`src/rtl/rd_data_collect.sv`:
```
`default_nettype none
// ============================================================================
//  Module   : rd_data_collect
//  Purpose  : Read-return stage behind the DDR2 controller. Tracks read words
//             still owed by the MIG, buffers returned words in a small
//             first-word-fall-through ring, hands them to the consumer with a
//             valid/ready handshake, and issues the rd_en credit that keeps
//             the controller from requesting more than the ring can hold.
//  Revision : 1.0  initial release
// ============================================================================
module rd_data_collect #(
    parameter int         DATA_WIDTH  = 64,
    parameter int         BURST_WORDS = 2,
    parameter int         DEPTH       = 16,
    parameter logic [2:0] READ_CMD    = 3'b001
) (
    input  logic                    sys_clk,
    input  logic                    reset,
    input  logic                    phy_init_done,
    input  logic                    app_af_wren,
    input  logic [2:0]              app_af_cmd,
    input  logic                    rd_data_valid,
    input  logic [DATA_WIDTH-1:0]   rd_data_fifo_out,
    input  logic                    dout_rdy,
    output logic                    rd_en,
    output logic [DATA_WIDTH-1:0]   dout,
    output logic                    dout_vd,
    output logic [$clog2(DEPTH):0]  outstanding,
    output logic                    ovf_err,
    output logic                    unexp_err
);

    // Pointer, counter and credit-sum widths. The credit sum carries one
    // extra bit so count + outstanding can never wrap before the compare.
    localparam int c_AW = $clog2(DEPTH);
    localparam int c_CW = c_AW + 1;
    localparam int c_SW = c_AW + 2;

    localparam logic [c_CW-1:0] c_DEPTH   = c_CW'(DEPTH);
    localparam logic [c_CW-1:0] c_BURST   = c_CW'(BURST_WORDS);
    localparam logic [c_SW-1:0] c_LIMIT   = c_SW'(DEPTH - BURST_WORDS);

    // Ring storage and its bookkeeping.
    logic [DATA_WIDTH-1:0] r_mem [DEPTH];
    logic [c_AW-1:0]       r_wr_ptr;
    logic [c_AW-1:0]       r_rd_ptr;
    logic [c_CW-1:0]       r_count;
    logic [c_CW-1:0]       r_outstanding;
    logic                  r_ovf_err;
    logic                  r_unexp_err;

    logic                  w_cmd_rd;
    logic                  w_dout_vd;
    logic                  w_pop;
    logic                  w_full;
    logic                  w_push;
    logic                  w_owed;
    logic                  w_dec;
    logic [c_CW-1:0]       w_count_next;
    logic [c_CW-1:0]       w_out_next;
    logic [c_SW-1:0]       w_credit_sum;

    // Handshake and bookkeeping terms. A push is allowed into a full ring
    // only when the head leaves in the same cycle, which keeps the count flat.
    always_comb begin
        w_cmd_rd     = app_af_wren && (app_af_cmd == READ_CMD);
        w_dout_vd    = (r_count != '0);
        w_pop        = w_dout_vd && dout_rdy;
        w_full       = (r_count == c_DEPTH);
        w_push       = rd_data_valid && (!w_full || w_pop);
        w_owed       = (r_outstanding != '0);
        // A returned word retires one owed word even if it is dropped;
        // stray words with nothing owed leave the counter at zero.
        w_dec        = rd_data_valid && w_owed;
        w_count_next = r_count + c_CW'(w_push) - c_CW'(w_pop);
        w_out_next   = r_outstanding + (w_cmd_rd ? c_BURST : '0) - c_CW'(w_dec);
        w_credit_sum = {1'b0, r_count} + {1'b0, r_outstanding};
    end

    // Credit is a function of registered state plus reset and calibration
    // status only, so a command accepted this cycle is reflected next cycle.
    always_comb begin
        rd_en = !reset && phy_init_done && (w_credit_sum <= c_LIMIT);
    end

    // Head word presented combinationally; forced to zero while empty.
    always_comb begin
        dout_vd     = w_dout_vd;
        dout        = w_dout_vd ? r_mem[r_rd_ptr] : '0;
        outstanding = r_outstanding;
        ovf_err     = r_ovf_err;
        unexp_err   = r_unexp_err;
    end

    // Ring data write; contents need no reset because count gates the head.
    always_ff @(posedge sys_clk) begin
        if (w_push) begin
            r_mem[r_wr_ptr] <= rd_data_fifo_out;
        end
    end

    // Pointers, occupancy, owed-word tracking and sticky error flags.
    always_ff @(posedge sys_clk) begin
        if (reset) begin
            r_wr_ptr      <= '0;
            r_rd_ptr      <= '0;
            r_count       <= '0;
            r_outstanding <= '0;
            r_ovf_err     <= 1'b0;
            r_unexp_err   <= 1'b0;
        end else begin
            if (w_push) begin
                r_wr_ptr <= r_wr_ptr + 1'b1;
            end
            if (w_pop) begin
                r_rd_ptr <= r_rd_ptr + 1'b1;
            end
            r_count       <= w_count_next;
            r_outstanding <= w_out_next;
            if (rd_data_valid && w_full && !w_pop) begin
                r_ovf_err <= 1'b1;
            end
            if (rd_data_valid && !w_owed) begin
                r_unexp_err <= 1'b1;
            end
        end
    end

endmodule
`default_nettype wire

```
`config.mk`:
```
export PLATFORM = sky130hd
export DESIGN_NAME = rd_data_collect
export DESIGN_NICKNAME = d
export VERILOG_FILES = /design/src/rtl/rd_data_collect.sv
export SDC_FILE = /design/constraint.sdc
export NUM_CORES = 1
export LEC_CHECK = 0
export CAP_MARGIN = 20
export CORE_MARGIN = 3
export CORE_UTILIZATION = 65
export CTS_CLUSTER_DIAMETER = 30
export DETAILED_ROUTE_END_ITERATION = 7
export PLACE_DENSITY = 0.86
export SYNTH_ARGS = -nofsm -noshare
export SYNTH_HDL_FRONTEND = slang
export SYNTH_SLANG_ARGS = --single-unit
```
`constraint.sdc`:
```
create_clock -name sys_clk -period 15.44 [get_ports sys_clk]
set_input_delay 2.316 -clock sys_clk [delete_from_list [all_inputs] [get_ports sys_clk]]
set_output_delay 2.316 -clock sys_clk [all_outputs]
set_load 0.1 [all_outputs]
```
Yosys cells after proc, flatten, opt, wreduce, memory -nomap -nowiden --
Memories as Yosys holds them, arrays and structs flattened. A register that Yosys moved wholly into a read port is not among the register bits. Index checks and enable logic that the tools add are counted.
Word-level totals: memories 1, output and inout port bits 73, word-level logic and storage cells 39, memory bits (writable) 1024, bits of input ports 73, flip-flop bits (word level) 20
Cells by class: order comparisons 1, multiplexer cells 6, equal/unequal tests 2, reduce and logical (&&, ||, !) cells 16, add/sub/neg operators 7
Memories:
- r_mem | words 16, bits a word 64, read ports 1, clocked after Yosys merged registers in 1, write ports 1, RTL line 44 | logic [DATA_WIDTH-1:0] r_mem [DEPTH];
Operators with widths (number):
- two-way mux 64 bit | 1
- nonzero test 5 bit | 2
- subtractor 5 x 1 -> 5 bit | 2
- logical AND 1 bit | 9
- adder 4 x 1 -> 4 bit, second input constant | 2
- two-way mux 4 bit | 2
- adder 5 x 5 -> 6 bit | 1
- <= comparator 6 x 4 -> 1 bit, second input constant | 1
- adder 5 x 1 -> 5 bit | 1
- adder 5 x 2 -> 5 bit | 1
- == test 5 bit, second input constant | 1
- logical NOT 1 bit | 4
- == test 3 x 1 -> 1 bit, second input constant | 1
- two-way mux 1 bit | 2
- two-way mux 2 bit | 1
- logical OR 1 bit | 1

Depth between registers and ports, before layout --
depth after elaboration 6, gate-level depth with buffers 14, depth with buffers taken out 13

Least setup slack after synthesis --
No wires, ideal clock.
kind input to register, start input dout_rdy, end memory r_mem[0][0] (enable), data required time 14.875 ns, path slack 7.710 ns, buffers on the path 0, stages 4, library setup time 0.565 ns, arrival time 7.166 ns, path through nand2b_1 o21a_1 nand2_1 nor3_1
On the way: longest elaborated chain between the ends 5
Ends and longest elaborated chain:
- start: declaration | RTL line 24 | input logic dout_rdy,
- logical AND 1 bit | RTL line 68 | w_pop = w_dout_vd && dout_rdy;
- logical OR 1 bit | RTL line 70 | w_push = rd_data_valid && (!w_full || w_pop);
- logical AND 1 bit | RTL line 70
- two-way mux 1 bit | RTL line 97 | if (w_push) begin
- two-way mux 1 bit (not written as such) | RTL line 98 | r_mem[r_wr_ptr] <= rd_data_fifo_out;
- end: declaration | RTL line 44
No other way between the ends.

==> flow_summary.yaml <==
pwr:
  p_per_area_nw_per_um2: 194.9
  peakVddDrop_v: 0.0002244
  cellLeakagePower_nw: 15.07
timing:
  finalSetupViolCount: 0
  fin_skew_ns: 0.02251
  slew_viol_final: 0
  tightest_slew_ns: 1.154
  hold_viol: 0
  fin_setup_tns_ns: 0
  relSlewSlack_pct: 23.10
  post-route-period-util_pct: 51.54
  fin_crit_ns: 7.958
  grt_setup_unrepaired: "no"
  fmaxAchievable_ghz: 0.1257
worst_hold_path:
  hp-class: "reg -> reg"
run:
  max_cap_violations: 0
detailed_routing:
  wl_per_cell_um: 35.39
  antenna_left: 0
  wl_um: 106100
  vias: 20970
  drc_errors: 0
  vias_per_cell: 6.996
  drtIter0Drc: 2831
  drt_pre_antenna_iters: 5
floorplanning:
  die_y_um: 255.4
  io_pins: 146
  dieArea_um2: 65230
  floorplan.initialDensity_pct: 66.36
  chipWidth_um: 255.4
  rows: 90
  core-area_um2: 60920
worst_setup_path:
  start_kind: "register"
  end_kind: "output port"
  r2r_slack_ns: 11.78
  cp.required_ns: 13.12
  worstSetupPathType: "reg -> out"
  timing.critical_path.fanout_max: 80
  crit_top_cell: "buf_4"
  path_cells: "buf_4 -> buf_4 -> mux4_2 -> mux2i_1 -> a211oi_1 -> clkdlybuf4s50_1"
  cp_num_buf_inv: 3
  cp_top_family: "buffers and inverters"
  max_stage_delay_ns: 1.26
  critPathSlowestCell: "clkdlybuf4s50_1"
  crit_arrival_ns: 5.64
yosys:
  async_flop_share_pct: 0
  yosysWarnings: 0
  synth_edf_count: 1024
  synth_fp_nets: 1891
  netlist_instances: 1793
  synthFlopType: "edfxtp_1"
  synth-seq-cells: 1048
  seq_area_frac_synth_pct: 77.25
  syn-cell-area_um2: 40430
  syn_avg_cell_area_um2: 22.55
  yosys.cell_types.count: 40
grt:
  overflow: 0
  grt.busiest_layer: "met2"
  grt_usage_pct: 32.32
  grt_pass1_wl_um: 150600
  use_met1_pct: 40.40
  grt_max_degree: 121
  grt_pass1_vias: 22230
  antenna_found_initial: 8
  met2_usage_pct: 53.95
  grtUsageMet3_pct: 6.724
placed_design:
  portBuffers: 145
  place_inst: 2706
  dpl.hpwl_um: 44970
  gp_congestion: 0.7203
clocking:
  numCtsBuffers: 152
  cts-root-buf: "clkbuf_16"
  h-tree-depth: 4
  ctsResizeCount: 0
  post-cts-setup-buffers: 0
  hold_buffers: 0
  ctsLongestPathBuffers: 3
  clk-insertion-delay-late_ns: 0.75
  cts_sinks: 1048
  cts_tree: "yes"
  path_clk_slew_ns: 0.05
final_layout:
  final_util_pct: 78.91
  area.growth.synth_to_final_pct: 18.91
  drive_above_1_share_pct: 26.73
  final_cell_mix: "edfxtp_1 (1,024), mux4_2 (256), clkbuf_16 (156)"
  nets: 2133
  num-fill-cells: 2764
  layoutNonFillerInstCount: 2998
  final_common_cell: "edfxtp_1"
run_status:
  status: "finished, final reports clean"
[layout make-up]
type	instances	area (um^2)	share of cell area (%)
multi-input combinational	626	8660	18.01
inverter	19	71.32	0.1484
clock buffer	167	3945	8.206
tap	828	1036	2.155
timing repair buffer	188	1832	3.810
clock inverter	114	1264	2.629
sequential	1048	31250	65.00
antenna	8	20.02	0.04164
[registers in the layout, summed over array words and instances, names as in the netlist, named ones only]
name and cells:
r_mem 1024, outstanding 5, r_count 5, r_rd_ptr 4, r_wr_ptr 4, ovf_err 1
unexp_err 1
[layer usage]
layer	vias to the layer above	routed length [um]	part of all wire [%]
met5	-	23	0.022
met4	4	4865	4.6
met3	310	9795	9.2
met2	1601	55800	53
met1	10940	35610	34
li1	8123	-	-
[cells in the mapped netlist, drive strengths merged (10+ instances only)]
cell type     n  area share (%)
dfxtp        24             1.2
ha           22            0.68
a21oi        10            0.12
mux2i        51             1.3
nand2        24            0.22
nor2b        54            0.84
edfxtp     1024              76
nor2         31            0.29
clkbuf       49            0.45
a22oi        31            0.58
inv          19            0.18
a211oi       96             1.8
buf          51             1.0
mux4        256              14
[through the flow]
step | area [um^2] | worst slack [ns] | hold slack (ns) | power (mW)
final | 48070 | 7.482 | 0.5191 | 9.367
after CTS | 47980 | 7.196 | 0.5220 | 9.380
after detailed placement | 42780 | 8.020 | 0.5090 | 5.822
after global routing | 48060 | 7.330 | 0.5318 | 9.608
after global placement | 42780 | 8.038 | 0.4558 | 5.778
after floorplan | 40430 | 7.710 | 0.4772 | 5.271
[cell families after synthesis]
group	count (synthesis)	share of synthesized area, %
buffers and inverters	119	1.646
XOR/XNOR	12	0.2600
AO/OA/AOI/OAI	147	2.665
AND/OR/NAND/NOR	135	1.829
multiplexers	307	15.52
adder cells (fa/ha/maj)	25	0.8294
flip-flops	1048	77.25
[worst min-delay path: cells and delay by family, from the launching register on]
| kind | cells | cell delay, ns |
|---|---|---|
| flip-flops | 1 | 0.33 |
| AND/OR/NAND/NOR | 1 | 0.09 |
| AO/OA/AOI/OAI | 1 | 0.05 |
[worst paths after layout]
check                                start       endpoint  cells past startpoint
worst min-delay path             unexp_err      unexp_err                      2
worst min register to register   unexp_err      unexp_err                      2
worst max register to register  r_count[3]  r_mem[14][33]                      7
worst max-delay path              register       dout[46]                      6
[power breakdown]
group,internal (mW),switching (mW)
Sequential,3.20,0.0769
Combinational,0.822,1.73
Clock,2.19,1.35
(Power assumes the default switching activity.)
